<file path="config.mk">
export PLATFORM = sky130hd
export DESIGN_NAME = digit_stabilizer_flat
export DESIGN_NICKNAME = d
export VERILOG_FILES = /design/src/rtl/digit_pkg.sv /design/src/rtl/digit_stabilizer_if.sv /design/src/rtl/seg7_encoder.sv /design/src/rtl/digit_stabilizer.sv /design/src/flat_wrapper.sv
export SDC_FILE = /design/constraint.sdc
export NUM_CORES = 1
export LEC_CHECK = 0
export BUFFER_PORTS_ARGS = -buffer_cell sky130_fd_sc_hd__buf_2
export CAP_MARGIN = 15
export CORE_MARGIN = 10
export CORE_UTILIZATION = 45
export CTS_BUF_LIST = sky130_fd_sc_hd__clkbuf_16
export CTS_CLUSTER_DIAMETER = 30
export CTS_CLUSTER_SIZE = 25
export DETAILED_ROUTE_END_ITERATION = 6
export PLACE_DENSITY = 0.65
export SLEW_MARGIN = 20
export SYNTH_ARGS = -nofsm -noshare
export SYNTH_HDL_FRONTEND = slang
export SYNTH_SLANG_ARGS = --single-unit
export TNS_END_PERCENT = 20
</file>
<file path="constraint.sdc">
create_clock -name clk -period 7 [get_ports clk]
set_input_delay 2.1 -clock clk [delete_from_list [all_inputs] [get_ports clk]]
set_output_delay 2.1 -clock clk [all_outputs]
set_load 0.05 [all_outputs]
</file>
<file path="src/rtl/digit_pkg.sv">
// Shared widths, state encoding and seven-segment table for the digit stabilizer.
package digit_pkg;

    localparam int DIGIT_W     = 4;
    localparam int NUM_CLASSES = 10;
    localparam int SEG_W       = 7;

    // gfedcba, active-high
    localparam logic [SEG_W-1:0] SEG_0 = 7'h3F;
    localparam logic [SEG_W-1:0] SEG_1 = 7'h06;
    localparam logic [SEG_W-1:0] SEG_2 = 7'h5B;
    localparam logic [SEG_W-1:0] SEG_3 = 7'h4F;
    localparam logic [SEG_W-1:0] SEG_4 = 7'h66;
    localparam logic [SEG_W-1:0] SEG_5 = 7'h6D;
    localparam logic [SEG_W-1:0] SEG_6 = 7'h7D;
    localparam logic [SEG_W-1:0] SEG_7 = 7'h07;
    localparam logic [SEG_W-1:0] SEG_8 = 7'h7F;
    localparam logic [SEG_W-1:0] SEG_9 = 7'h6F;

    typedef enum logic [1:0] {
        EMPTY   = 2'd0,
        PENDING = 2'd1,
        LOCKED  = 2'd2
    } state_t;

    function automatic logic [SEG_W-1:0] seg7_lookup(input logic [DIGIT_W-1:0] d);
        logic [SEG_W-1:0] s;
        case (d)
            4'd0:    s = SEG_0;
            4'd1:    s = SEG_1;
            4'd2:    s = SEG_2;
            4'd3:    s = SEG_3;
            4'd4:    s = SEG_4;
            4'd5:    s = SEG_5;
            4'd6:    s = SEG_6;
            4'd7:    s = SEG_7;
            4'd8:    s = SEG_8;
            4'd9:    s = SEG_9;
            default: s = '0;
        endcase
        return s;
    endfunction

endpackage

</file>
<file path="src/rtl/digit_stabilizer_if.sv">
// Sample/control inputs and committed-digit outputs of the digit stabilizer.
interface digit_stabilizer_if;
    import digit_pkg::*;

    logic                en;
    logic                clr;
    logic [DIGIT_W-1:0]  pred_in;
    logic [DIGIT_W-1:0]  digit_out;
    logic                digit_valid;
    logic [SEG_W-1:0]    seg_out;
    logic                commit_pulse;
    logic                err_pulse;
    logic [7:0]          commit_count;

    modport master (
        output en, clr, pred_in,
        input  digit_out, digit_valid, seg_out, commit_pulse, err_pulse, commit_count
    );

    modport slave (
        input  en, clr, pred_in,
        output digit_out, digit_valid, seg_out, commit_pulse, err_pulse, commit_count
    );

endinterface

</file>
<file path="src/rtl/seg7_encoder.sv">
// Combinational digit to gfedcba lookup; blanks for invalid digits or blank=1.
module seg7_encoder
    import digit_pkg::*;
(
    input  logic [DIGIT_W-1:0] digit,
    input  logic               blank,
    output logic [SEG_W-1:0]   seg
);

    always_comb begin
        seg = '0;
        if (!blank) begin
            seg = seg7_lookup(digit);
        end
    end

endmodule

</file>
<file path="src/rtl/digit_stabilizer.sv">
// Commits a classifier prediction once it has been seen on STABLE_CYCLES
// consecutive enabled samples; drives digit, segments, pulses and a commit count.
//
// state   | meaning
// --------+-------------------------------------------------------
// EMPTY   | nothing committed since reset/clr, digit_valid=0
// PENDING | digit committed, a run toward a different digit active
// LOCKED  | digit committed, candidate equals the committed digit
module digit_stabilizer
    import digit_pkg::*;
#(
    parameter int STABLE_CYCLES = 4,
    parameter int RUN_W         = 8
) (
    input  logic              clk,
    input  logic              rst_n,
    digit_stabilizer_if.slave bus
);

    localparam logic [RUN_W-1:0] STABLE_R = RUN_W'(STABLE_CYCLES);

    state_t             state, state_nxt;
    logic [DIGIT_W-1:0] cand, cand_nxt;
    logic [RUN_W-1:0]   run, run_nxt;
    logic [DIGIT_W-1:0] digit, digit_nxt;
    logic               valid, valid_nxt;
    logic [SEG_W-1:0]   seg, seg_nxt;
    logic               commit_pulse_q, err_pulse_q;
    logic [7:0]         count, count_nxt;
    logic               commit, sample_err;
    logic               pred_invalid;

    assign pred_invalid = (bus.pred_in >= DIGIT_W'(NUM_CLASSES));

    always_ff @(posedge clk or negedge rst_n) begin
        if (!rst_n) begin
            state <= EMPTY;
        end else begin
            state <= state_nxt;
        end
    end

    // Priority: clr, then en=0 (hold), then the sample itself.
    always_comb begin
        state_nxt  = state;
        cand_nxt   = cand;
        run_nxt    = run;
        commit     = 1'b0;
        sample_err = 1'b0;
        if (bus.clr) begin
            state_nxt = EMPTY;
            cand_nxt  = '0;
            run_nxt   = '0;
        end else if (bus.en) begin
            if (pred_invalid) begin
                run_nxt    = '0;
                sample_err = 1'b1;
            end else begin
                if (bus.pred_in == cand && run != '0) begin
                    run_nxt = (run == STABLE_R) ? STABLE_R : run + RUN_W'(1);
                end else begin
                    cand_nxt = bus.pred_in;
                    run_nxt  = RUN_W'(1);
                end
                if (run_nxt == STABLE_R && (state == EMPTY || cand_nxt != digit)) begin
                    commit    = 1'b1;
                    state_nxt = LOCKED;
                end else if (state != EMPTY) begin
                    // a run that falls back onto the committed digit relocks silently
                    state_nxt = (cand_nxt == digit) ? LOCKED : PENDING;
                end
            end
        end
    end

    always_comb begin
        digit_nxt = digit;
        valid_nxt = valid;
        count_nxt = count;
        if (bus.clr) begin
            digit_nxt = '0;
            valid_nxt = 1'b0;
        end else if (commit) begin
            digit_nxt = cand_nxt;
            valid_nxt = 1'b1;
            count_nxt = count + 8'd1;
        end
    end

    // Encoding the next digit keeps seg_out aligned with digit_out.
    seg7_encoder u_seg (
        .digit (digit_nxt),
        .blank (!valid_nxt),
        .seg   (seg_nxt)
    );

    always_ff @(posedge clk or negedge rst_n) begin
        if (!rst_n) begin
            cand           <= '0;
            run            <= '0;
            digit          <= '0;
            valid          <= 1'b0;
            seg            <= '0;
            commit_pulse_q <= 1'b0;
            err_pulse_q    <= 1'b0;
            count          <= '0;
        end else begin
            cand           <= cand_nxt;
            run            <= run_nxt;
            digit          <= digit_nxt;
            valid          <= valid_nxt;
            seg            <= seg_nxt;
            commit_pulse_q <= commit;
            err_pulse_q    <= sample_err;
            count          <= count_nxt;
        end
    end

    assign bus.digit_out    = digit;
    assign bus.digit_valid  = valid;
    assign bus.seg_out      = seg;
    assign bus.commit_pulse = commit_pulse_q;
    assign bus.err_pulse    = err_pulse_q;
    assign bus.commit_count = count;

endmodule

</file>
<file path="src/flat_wrapper.sv">
// flat-port wrapper written by rule: the top's interface ports become plain ports
module digit_stabilizer_flat import digit_pkg::*;
#(
    parameter int STABLE_CYCLES = 4,
    parameter int RUN_W         = 8
)
  (clk, rst_n, bus_en, bus_clr, bus_pred_in, bus_digit_out, bus_digit_valid, bus_seg_out, bus_commit_pulse, bus_err_pulse, bus_commit_count);
  digit_stabilizer_if bus_i ();
  input  logic clk;
  input  logic rst_n;
  input wire logic [$bits(bus_i.en)-1:0] bus_en;
  input wire logic [$bits(bus_i.clr)-1:0] bus_clr;
  input wire logic [$bits(bus_i.pred_in)-1:0] bus_pred_in;
  output wire logic [$bits(bus_i.digit_out)-1:0] bus_digit_out;
  output wire logic [$bits(bus_i.digit_valid)-1:0] bus_digit_valid;
  output wire logic [$bits(bus_i.seg_out)-1:0] bus_seg_out;
  output wire logic [$bits(bus_i.commit_pulse)-1:0] bus_commit_pulse;
  output wire logic [$bits(bus_i.err_pulse)-1:0] bus_err_pulse;
  output wire logic [$bits(bus_i.commit_count)-1:0] bus_commit_count;
  assign bus_i.en = bus_en;
  assign bus_i.clr = bus_clr;
  assign bus_i.pred_in = bus_pred_in;
  assign bus_digit_out = bus_i.digit_out;
  assign bus_digit_valid = bus_i.digit_valid;
  assign bus_seg_out = bus_i.seg_out;
  assign bus_commit_pulse = bus_i.commit_pulse;
  assign bus_err_pulse = bus_i.err_pulse;
  assign bus_commit_count = bus_i.commit_count;
  digit_stabilizer #(.STABLE_CYCLES(STABLE_CYCLES), .RUN_W(RUN_W)) u_core (.clk(clk), .rst_n(rst_n), .bus(bus_i));
endmodule
</file>
==> flow_summary.toml, run 1 <==
[run_status]
status = "complete, no violations"

[grt]
grt_pass1_vias = 1681
grt_pass1_wl_um = 7870
grt.total_usage = 0.125
grt_overflow = 0
grt_max_degree = 37
antenna_found_initial = 0

[worst_setup_path]
worstRegToRegCells = 12
worstPathMaxFanout = 10
r2r_end = "u_core.bus.seg_out[0]"
arrival_ns = 5.07
critical_path_class = "in2reg"
cp-start-kind = "primary input"
endpoint_kind = "register"
required_ns = 7.20
r2r_start = "u_core.run[0]"
r2r_slack_ns = 3.39

[cells_and_area]
nNetsFinal = 254
final_cells = 291
fillers = 419
drive_above_1_share = 0.226
multiInputGateArea_sq_um = 1110
area.growth.synth_to_final_pct = 15.7
postLayoutCellArea_sq_um = 2440
antennaDiodeCount = 0
ff_latch_area_sq_um = 901

[pwr]
p_leak_nw = 1.15
p_int_mw = 0.386
p_clk_frac = 0.508
power_switching_mw = 0.105
sequentialPowerShare = 0.433
design_power_total_mw = 0.491
p_per_area_nw_per_um2 = 201
pwr-share-comb = 0.059
max-vdd-ir-drop_mv = 0.141
switching_share = 0.214

[sta]
whs_ns = 0.459
relSlewSlack = 0.467
fin_worst_skew_ns = 0.00423
worstMarginPinSlew_ns = 0.799
rsz0062_at_grt = "false"
fin_crit_ns = 4.87
finalCritPeriodShare = 0.696
slew_viol_final = 0
tns_ns = 0
setup_violations = 0
hold_viol = 0
max_freq_mhz = 205

[logic_synthesis]
async_flop_share = 1.00
synth.area.top_cells = "dfrtp_1 43%, xnor2_1 6.6%, ha_1 4.7%"
synth.top_cell.area_share = 0.427
synth_edf_count = 0
seq_area_frac_synth = 0.427
synth_top_cell_by_area = "dfrtp_1"
synth_nets = 226
ys_types = 54
netlist_instances = 210
ys_ff_latch = 36
yosys_warnings = 0
syn_avg_cell_area_sq_um = 10.0
synth_area_sq_um = 2110
synth_flop_cell = "dfrtp_1"

[clock_network]
cts_buffer_depth = 2
cts_hold_repair.buffers = 0
cts_sinks = 36
htreeDepth = 2
cts_tree = "done"
clk_pin_slew_ns = 0.06
cts_resized = 0
cts-root-buf = "clkbuf_16"
post_cts_buffers = 0
cts_buffers = 5
clkLatencyLatePin_ns = 0.28

[worst_hold_path]
hold_start = "u_core.bus.commit_count[7]"
hold_end = "u_core.bus.commit_count[7]"
hold_path_class = "reg2reg"
holdPathStages = 1

[placed_design]
dpl.cell_count = 283
placed_cell_area_sq_um = 2270
place_congestion = 0.805
port_buffers = 29
dpl.hpwl_um = 3380

[floorplan]
die_y_um = 88.4
row_count = 24
die_area_sq_um = 7820
start_util = 0.474
die_w_um = 88.4
core_area_sq_um = 4440
ios = 30

[detailed_routing]
drc = 0
postRouteAntennaNets = 0
first_pass_iters = 4
vias_per_cell = 5.56
routed_wl_um = 4570
drtIter0Drc = 77
vias = 1619
wl_per_cell_um = 15.7

[job]
cap_violations = 0
## cells in the final DEF, fill, tap and decap left out, types with 2 or more instances in the layout
master | netlist | routed
nor3_1 | 3 | 3
ha_1 | 8 | 8
a211oi_1 | 3 | 3
inv_2 | 2 | 2
and3_1 | 3 | 3
clkbuf_16 | 0 | 5
buf_2 | 2 | 29
dfrtp_1 | 36 | 36
a211o_1 | 2 | 2
mux2i_1 | 2 | 2
nor2b_1 | 3 | 3
and4_1 | 2 | 2
nand3_1 | 7 | 7
o21a_1 | 2 | 2
a41oi_1 | 2 | 2
a211oi_2 | 2 | 2
xnor2_1 | 16 | 16
nor2_1 | 11 | 11
a31oi_1 | 2 | 2
o21ai_0 | 10 | 10
a311oi_1 | 4 | 4
inv_1 | 13 | 14
xor2_1 | 2 | 2
nand4_1 | 6 | 6
a21oi_1 | 14 | 14
nand2_1 | 19 | 19
o31ai_1 | 3 | 3
## worst max-delay path by stage
stage                              start                    end  slack (ns)
final                     bus_pred_in[1]  u_core.bus.seg_out[0]        2.13
after global routing      bus_pred_in[1]  u_core.bus.seg_out[0]        1.79
after CTS                 bus_pred_in[1]  u_core.bus.seg_out[0]        2.11
after detailed placement  bus_pred_in[1]  u_core.bus.seg_out[0]        1.84
after global placement    bus_pred_in[1]  u_core.bus.seg_out[0]        1.97
after floorplan           bus_pred_in[1]  u_core.bus.seg_out[0]        2.49
## kinds of logic (layout without fill, tap and decap cells)
| kind of cell | count (synthesis) | count (layout) | share of synthesized area |
|---|---|---|---|
| flip-flops | 36 | 36 | 0.427 |
| multiplexers | 5 | 5 | 0.0326 |
| AND/OR/NAND/NOR | 62 | 62 | 0.153 |
| adder cells (fa/ha/maj) | 8 | 8 | 0.0475 |
| XOR/XNOR | 18 | 18 | 0.0748 |
| buffers and inverters | 23 | 52 | 0.0475 |
| AO/OA/AOI/OAI | 58 | 58 | 0.217 |
## routing by layer
metal	up-vias	global-route usage	wire length [um]
li1	811	-	-
met1	773	0.155	2150
met4	0	0.0455	66
met2	29	0.197	2110
met5	-	0	0
met3	6	0.0441	247
## registers in the layout, summed over array words and instances (netlist names)
name                     cells
u_core.bus.err_pulse         1
u_core.state                 2
u_core.bus.commit_pulse      1
u_core.bus.digit_valid       1
u_core.run                   8
u_core.bus.commit_count      8
u_core.cand                  4
u_core.bus.digit_out         4
u_core.bus.seg_out           7
## per-stage QoR
step | worst slack (ns) | utilization
floorplan | 2.49 | -
global placement | 1.97 | 0.512
detailed placement | 1.84 | 0.512
CTS | 2.11 | 0.549
global route | 1.79 | 0.549
finish | 2.13 | 0.549
## critical path: stages
cell and delay [ns]:
buf_2 0.13, o21ai_1 0.41, nand3_1 0.21, a41oi_1 0.47, o2111a_1 0.55, nand2_1 0.09
a21oi_1 0.30, inv_1 0.13, ha_1 0.21, mux2_4 0.26, a211oi_2 0.20
## power by group through the flow
| stage | combinational (mW) | clock [mW] | sequential (mW) |
|---|---|---|---|
| floorplan | 0.0169 | 0 | 0.216 |
| global placement | 0.0292 | 0 | 0.216 |
| detailed placement | 0.0291 | 0 | 0.216 |
| CTS | 0.0293 | 0.256 | 0.212 |
| global route | 0.0324 | 0.263 | 0.213 |
| finish | 0.0289 | 0.249 | 0.212 |
## synth_stat cells (2+ instances only)
library cell / n
a211o_1: 2
a211oi_1: 3
a211oi_2: 2
a21oi_1: 14
a311oi_1: 4
a31oi_1: 2
a41oi_1: 2
and3_1: 3
and4_1: 2
buf_2: 2
clkbuf_1: 4
dfrtp_1: 36
ha_1: 8
inv_1: 13
inv_2: 2
mux2i_1: 2
nand2_1: 19
nand3_1: 7
nand4_1: 6
nor2_1: 11
nor2b_1: 3
nor3_1: 3
o21a_1: 2
o21ai_0: 10
o31ai_1: 3
xnor2_1: 16
xor2_1: 2
## cell type report
type	count	area share
repair buffers	29	0.0595
multi-input cells	151	0.454
clock inverters	3	0.0159
well taps	52	0.0267
clock buffers	5	0.0513
inverters	15	0.0231
flip-flops and latches	36	0.369
Power figures use the tool's default switching activity.
==> run 2, diff against run 1 <==
==> constraint.sdc (replaced) <==
create_clock -name clk -period 4.8 [get_ports clk]
set_input_delay 1.44 -clock clk [delete_from_list [all_inputs] [get_ports clk]]
set_output_delay 1.44 -clock clk [all_outputs]
set_load 0.05 [all_outputs]
==> run 2 against run 1 <==
  * Worst setup slack got worse by 1.3 ns
  * Register-to-register slack got worse by 2.0 ns
  * Critical path depth unchanged
  * Utilization decreased by 0.51 points
==> flow_summary.toml, run 2 (same netlist as run 1, synthesis figures left out) <==
[floorplan]
die_y_um = 88.4
core_area_sq_um = 4440
row_count = 24
ios = 30
die_w_um = 88.4
start_util = 0.474
die_area_sq_um = 7820

[detailed_routing]
vias_per_cell = 5.65
drtIter0Drc = 92
first_pass_iters = 4
routed_wl_um = 4520
vias = 1644
wl_per_cell_um = 15.5
postRouteAntennaNets = 0
drc = 0

[grt]
grt_max_degree = 37
grt_pass1_vias = 1590
grt.total_usage = 0.124
grt_overflow = 0
grt_pass1_wl_um = 7760
antenna_found_initial = 0

[worst_hold_path]
hold_path_class = "reg2reg"
hold_start = "u_core.bus.commit_count[7]"

[sta]
hold_viol = 0
relSlewSlack = 0.471
slew_viol_final = 0
whs_ns = 0.461
fin_worst_skew_ns = 0.00512
tns_ns = 0
fin_crit_ns = 3.98
rsz0062_at_grt = "false"
setup_violations = 0
max_freq_mhz = 251
worstMarginPinSlew_ns = 0.794
finalCritPeriodShare = 0.829

[clock_network]
cts_buffers = 5
cts_tree = "done"
htreeDepth = 2
clkLatencyLatePin_ns = 0.28
post_cts_buffers = 0
clk_pin_slew_ns = 0.06
cts_buffer_depth = 2
cts_resized = 0
cts_hold_repair.buffers = 0
cts-root-buf = "clkbuf_16"
cts_sinks = 36

[placed_design]
placed_cell_area_sq_um = 2280
dpl.hpwl_um = 3340
place_congestion = 0.811
port_buffers = 29

[worst_setup_path]
worstRegToRegCells = 12
arrival_ns = 4.14
r2r_start = "u_core.run[0]"
critPathLaunch = "bus_pred_in[1]"
r2r_end = "u_core.bus.seg_out[3]"
worstSetupEndpoint = "u_core.bus.seg_out[3]"
cp-start-kind = "primary input"
endpoint_kind = "register"
r2r_slack_ns = 1.43
required_ns = 4.96
critical_path_class = "in2reg"
worstPathMaxFanout = 7

[cells_and_area]
postLayoutCellArea_sq_um = 2420
nNetsFinal = 255
fillers = 395
final_cell_mix = "36 x dfrtp_1, 29 x buf_2, 19 x nand2_1"
area.growth.synth_to_final_pct = 14.6
final_common_cell = "dfrtp_1"
drive_above_1_share = 0.226
antennaDiodeCount = 0
fin_util = 0.544

[pwr]
p_per_area_nw_per_um2 = 272
design_power_total_mw = 0.656
p_leak_nw = 1.14
max-vdd-ir-drop_mv = 0.180

[run_status]
status = "complete, no violations"

[job]
cap_violations = 0
## run 2: critical path: stages
cell and delay [ns]:
buf_2 0.13, o21ai_1 0.39, nand3_1 0.20, a41oi_1 0.46, o2111a_1 0.30, nand2_1 0.05, a21oi_1 0.33, inv_1 0.14
ha_1 0.33, nand2_1 0.05, a311oi_1 0.31
## run 2: worst min-delay path by stage
stage	end	cells after the start
2_1_floorplan	u_core.run[7]	2
5_1_grt	u_core.bus.commit_count[6]	1
3_5_place_dp	u_core.bus.commit_count[7]	1
3_3_place_gp	u_core.bus.commit_count[7]	1
6_report	u_core.bus.commit_count[7]	1
4_1_cts	u_core.bus.commit_count[7]	1
## run 2: final cells by class
cell class / count / area (sq um) / share of cell area
well taps: 52 / 65.1 / 0.0269
inverters: 15 / 56.3 / 0.0233
clock buffers: 5 / 125 / 0.0518
clock inverters: 2 / 8.76 / 0.00363
flip-flops and latches: 36 / 901 / 0.373
repair buffers: 30 / 153 / 0.0632
multi-input cells: 151 / 1110 / 0.458
## run 2: stage by stage
step	std cells	worst slack, ns
6_report	291	0.820
5_1_grt	291	0.458
4_1_cts	291	0.832
3_5_place_dp	284	0.531
3_3_place_gp	284	0.713
2_1_floorplan	210	0.951
## run 2: routing by layer
metal	global-route usage	routed length (um)
met5	0	0
met1	0.168	2190
met3	0.0349	203
met2	0.183	2070
met4	0.0485	55
## run 2: power by group
part	total, mW	switching, mW	internal [mW]
clock network	0.304	0.118	0.186
registers	0.310	0.00278	0.307
logic	0.0422	0.0283	0.0139
total	0.656	0.149	0.507
==> run 3, diff against run 2 <==
==> constraint.sdc (replaced) <==
create_clock -name clk -period 3.7 [get_ports clk]
set_input_delay 1.11 -clock clk [delete_from_list [all_inputs] [get_ports clk]]
set_output_delay 1.11 -clock clk [all_outputs]
set_load 0.05 [all_outputs]
==> run 3 against run 2 <==
  * Power is 31% higher
  * Clock power is 31% higher
  * Sequential cell count unchanged
  * Clock-buffer cell count stayed put
  * Final cell count grew 2.7%
  * First-iteration DRC count fell by 24%
  * Critical path depth increased by 2
  * Sequential share of layout area fell by 0.89 points
  * Wire length up 3.2%
  * Combinational power rose by 38%
  * Clock skew hardly changed
  * Highest routed layer unchanged
==> flow_summary.toml, run 3 (same netlist as run 1, synthesis figures left out) <==
[run_status]
status = "complete, no violations"

[placed_design]
placed_cell_area_sq_um = 2330
dpl.hpwl_um = 3500
place_congestion = 0.860
port_buffers = 29

[detailed_routing]
postRouteAntennaNets = 0
wl_per_cell_um = 15.6
routed_wl_um = 4670
vias = 1638
drc = 0
vias_per_cell = 5.48
drtIter0Drc = 70
first_pass_iters = 4

[clock_network]
cts_tree = "done"
clk_pin_slew_ns = 0.06
post_cts_buffers = 0
cts_buffers = 5
htreeDepth = 2
cts_buffer_depth = 2
cts_sinks = 36
cts-root-buf = "clkbuf_16"
clkLatencyLatePin_ns = 0.28
cts_resized = 0
cts_hold_repair.buffers = 0

[cells_and_area]
final_cell_mix = "36 x dfrtp_1, 29 x buf_2, 19 x nand2_1"
fillers = 412
final_common_cell = "dfrtp_1"
ff_latch_area_sq_um = 901
drive_above_1_share = 0.247
antennaDiodeCount = 0
fin_util = 0.557
postLayoutCellArea_sq_um = 2470
multiInputGateArea_sq_um = 1110
nNetsFinal = 262
area.growth.synth_to_final_pct = 17.4

[pwr]
p_leak_nw = 1.18
p_per_area_nw_per_um2 = 347
max-vdd-ir-drop_mv = 0.157

[grt]
grt.total_usage = 0.128
grt_overflow = 0
grt_pass1_wl_um = 8070
antenna_found_initial = 0
grt_max_degree = 37
grt_pass1_vias = 1725

[sta]
fin_crit_ns = 3.12
rsz0062_at_grt = "false"
tns_ns = 0
worstMarginPinSlew_ns = 0.801
setup_violations = 0
max_freq_mhz = 320
finalCritPeriodShare = 0.843
relSlewSlack = 0.466
fin_worst_skew_ns = 0.00521
slew_viol_final = 0
hold_viol = 0

[floorplan]
core_area_sq_um = 4440
die_w_um = 88.4
start_util = 0.474
die_area_sq_um = 7820
die_y_um = 88.4
ios = 30
row_count = 24

[worst_setup_path]
arrival_ns = 3.31
endpoint_kind = "register"
cp-start-kind = "register"
worstPathMaxFanout = 8
required_ns = 3.89
critical_path_class = "reg2reg"

[job]
cap_violations = 0

[worst_hold_path]
hold_path_class = "reg2reg"
-- run 3: cell types whose count changed in the layout (fill, tap and decap cells not counted) --
cell        change
buf_4           +7
clkinv_1        +1
clkinv_2        -1
clkinvlp_4      +1
-- run 3: worst paths after layout --
kind	start	endpoint	slack [ns]	cells after the start
min	u_core.bus.commit_count[7]	u_core.bus.commit_count[7]	0.46	1
max	u_core.run[0]	u_core.bus.seg_out[0]	0.58	13
min in group asynchronous	rst_n	u_core.state[0]	0.92	1
max in group asynchronous	rst_n	u_core.bus.commit_count[3]	2.27	1
min reg2reg	u_core.bus.commit_count[7]	u_core.bus.commit_count[7]	0.46	1
max reg2reg	u_core.run[0]	u_core.bus.seg_out[0]	0.58	13
-- run 3: through the flow --
step / setup WS (ns) / hold slack (ns) / power, mW / instances
3_3_place_gp: 0.445 / 0.456 / 0.467 / 291
2_1_floorplan: 0.181 / 0.473 / 0.441 / 210
5_1_grt: 0.278 / 0.498 / 0.892 / 299
3_5_place_dp: 0.368 / 0.461 / 0.467 / 291
6_report: 0.580 / 0.461 / 0.858 / 299
4_1_cts: 0.563 / 0.469 / 0.871 / 299
-- run 3: layout make-up --
type | count | share of cell area
clock inverters | 3 | 0.00607
well taps | 52 | 0.0263
multi-input cells | 151 | 0.447
inverters | 15 | 0.0228
repair buffers | 37 | 0.0829
flip-flops and latches | 36 | 0.364
clock buffers | 5 | 0.0506
-- run 3: critical path, stage by stage, from the launching register on --
cell and delay [ns]:
dfrtp_1 0.46, inv_1 0.12, ha_1 0.15, or4b_4 0.50, o41ai_2 0.21, mux2i_1 0.13, and2_4 0.17, o211ai_4 0.26
nand2_1 0.09, a21oi_1 0.17, inv_1 0.10, ha_1 0.20, mux2_4 0.26, a211oi_2 0.21
-- run 3: power breakdown --
part           internal [mW]  leakage [nW]  total (mW)  switching (mW)
clock                  0.244        0.0687       0.398           0.153
sequential             0.398         0.500       0.402         0.00390
combinational         0.0208         0.609      0.0581          0.0372
total                  0.663          1.18       0.858           0.195
-- run 3: routing by layer --
metal | track usage | share of wire | vias up
met5 | 0 | 0 | -
met3 | 0.0377 | 0.051 | 7
li1 | - | - | 832
met2 | 0.207 | 0.47 | 35
met1 | 0.161 | 0.47 | 764
met4 | 0.0426 | 0.010 | 0
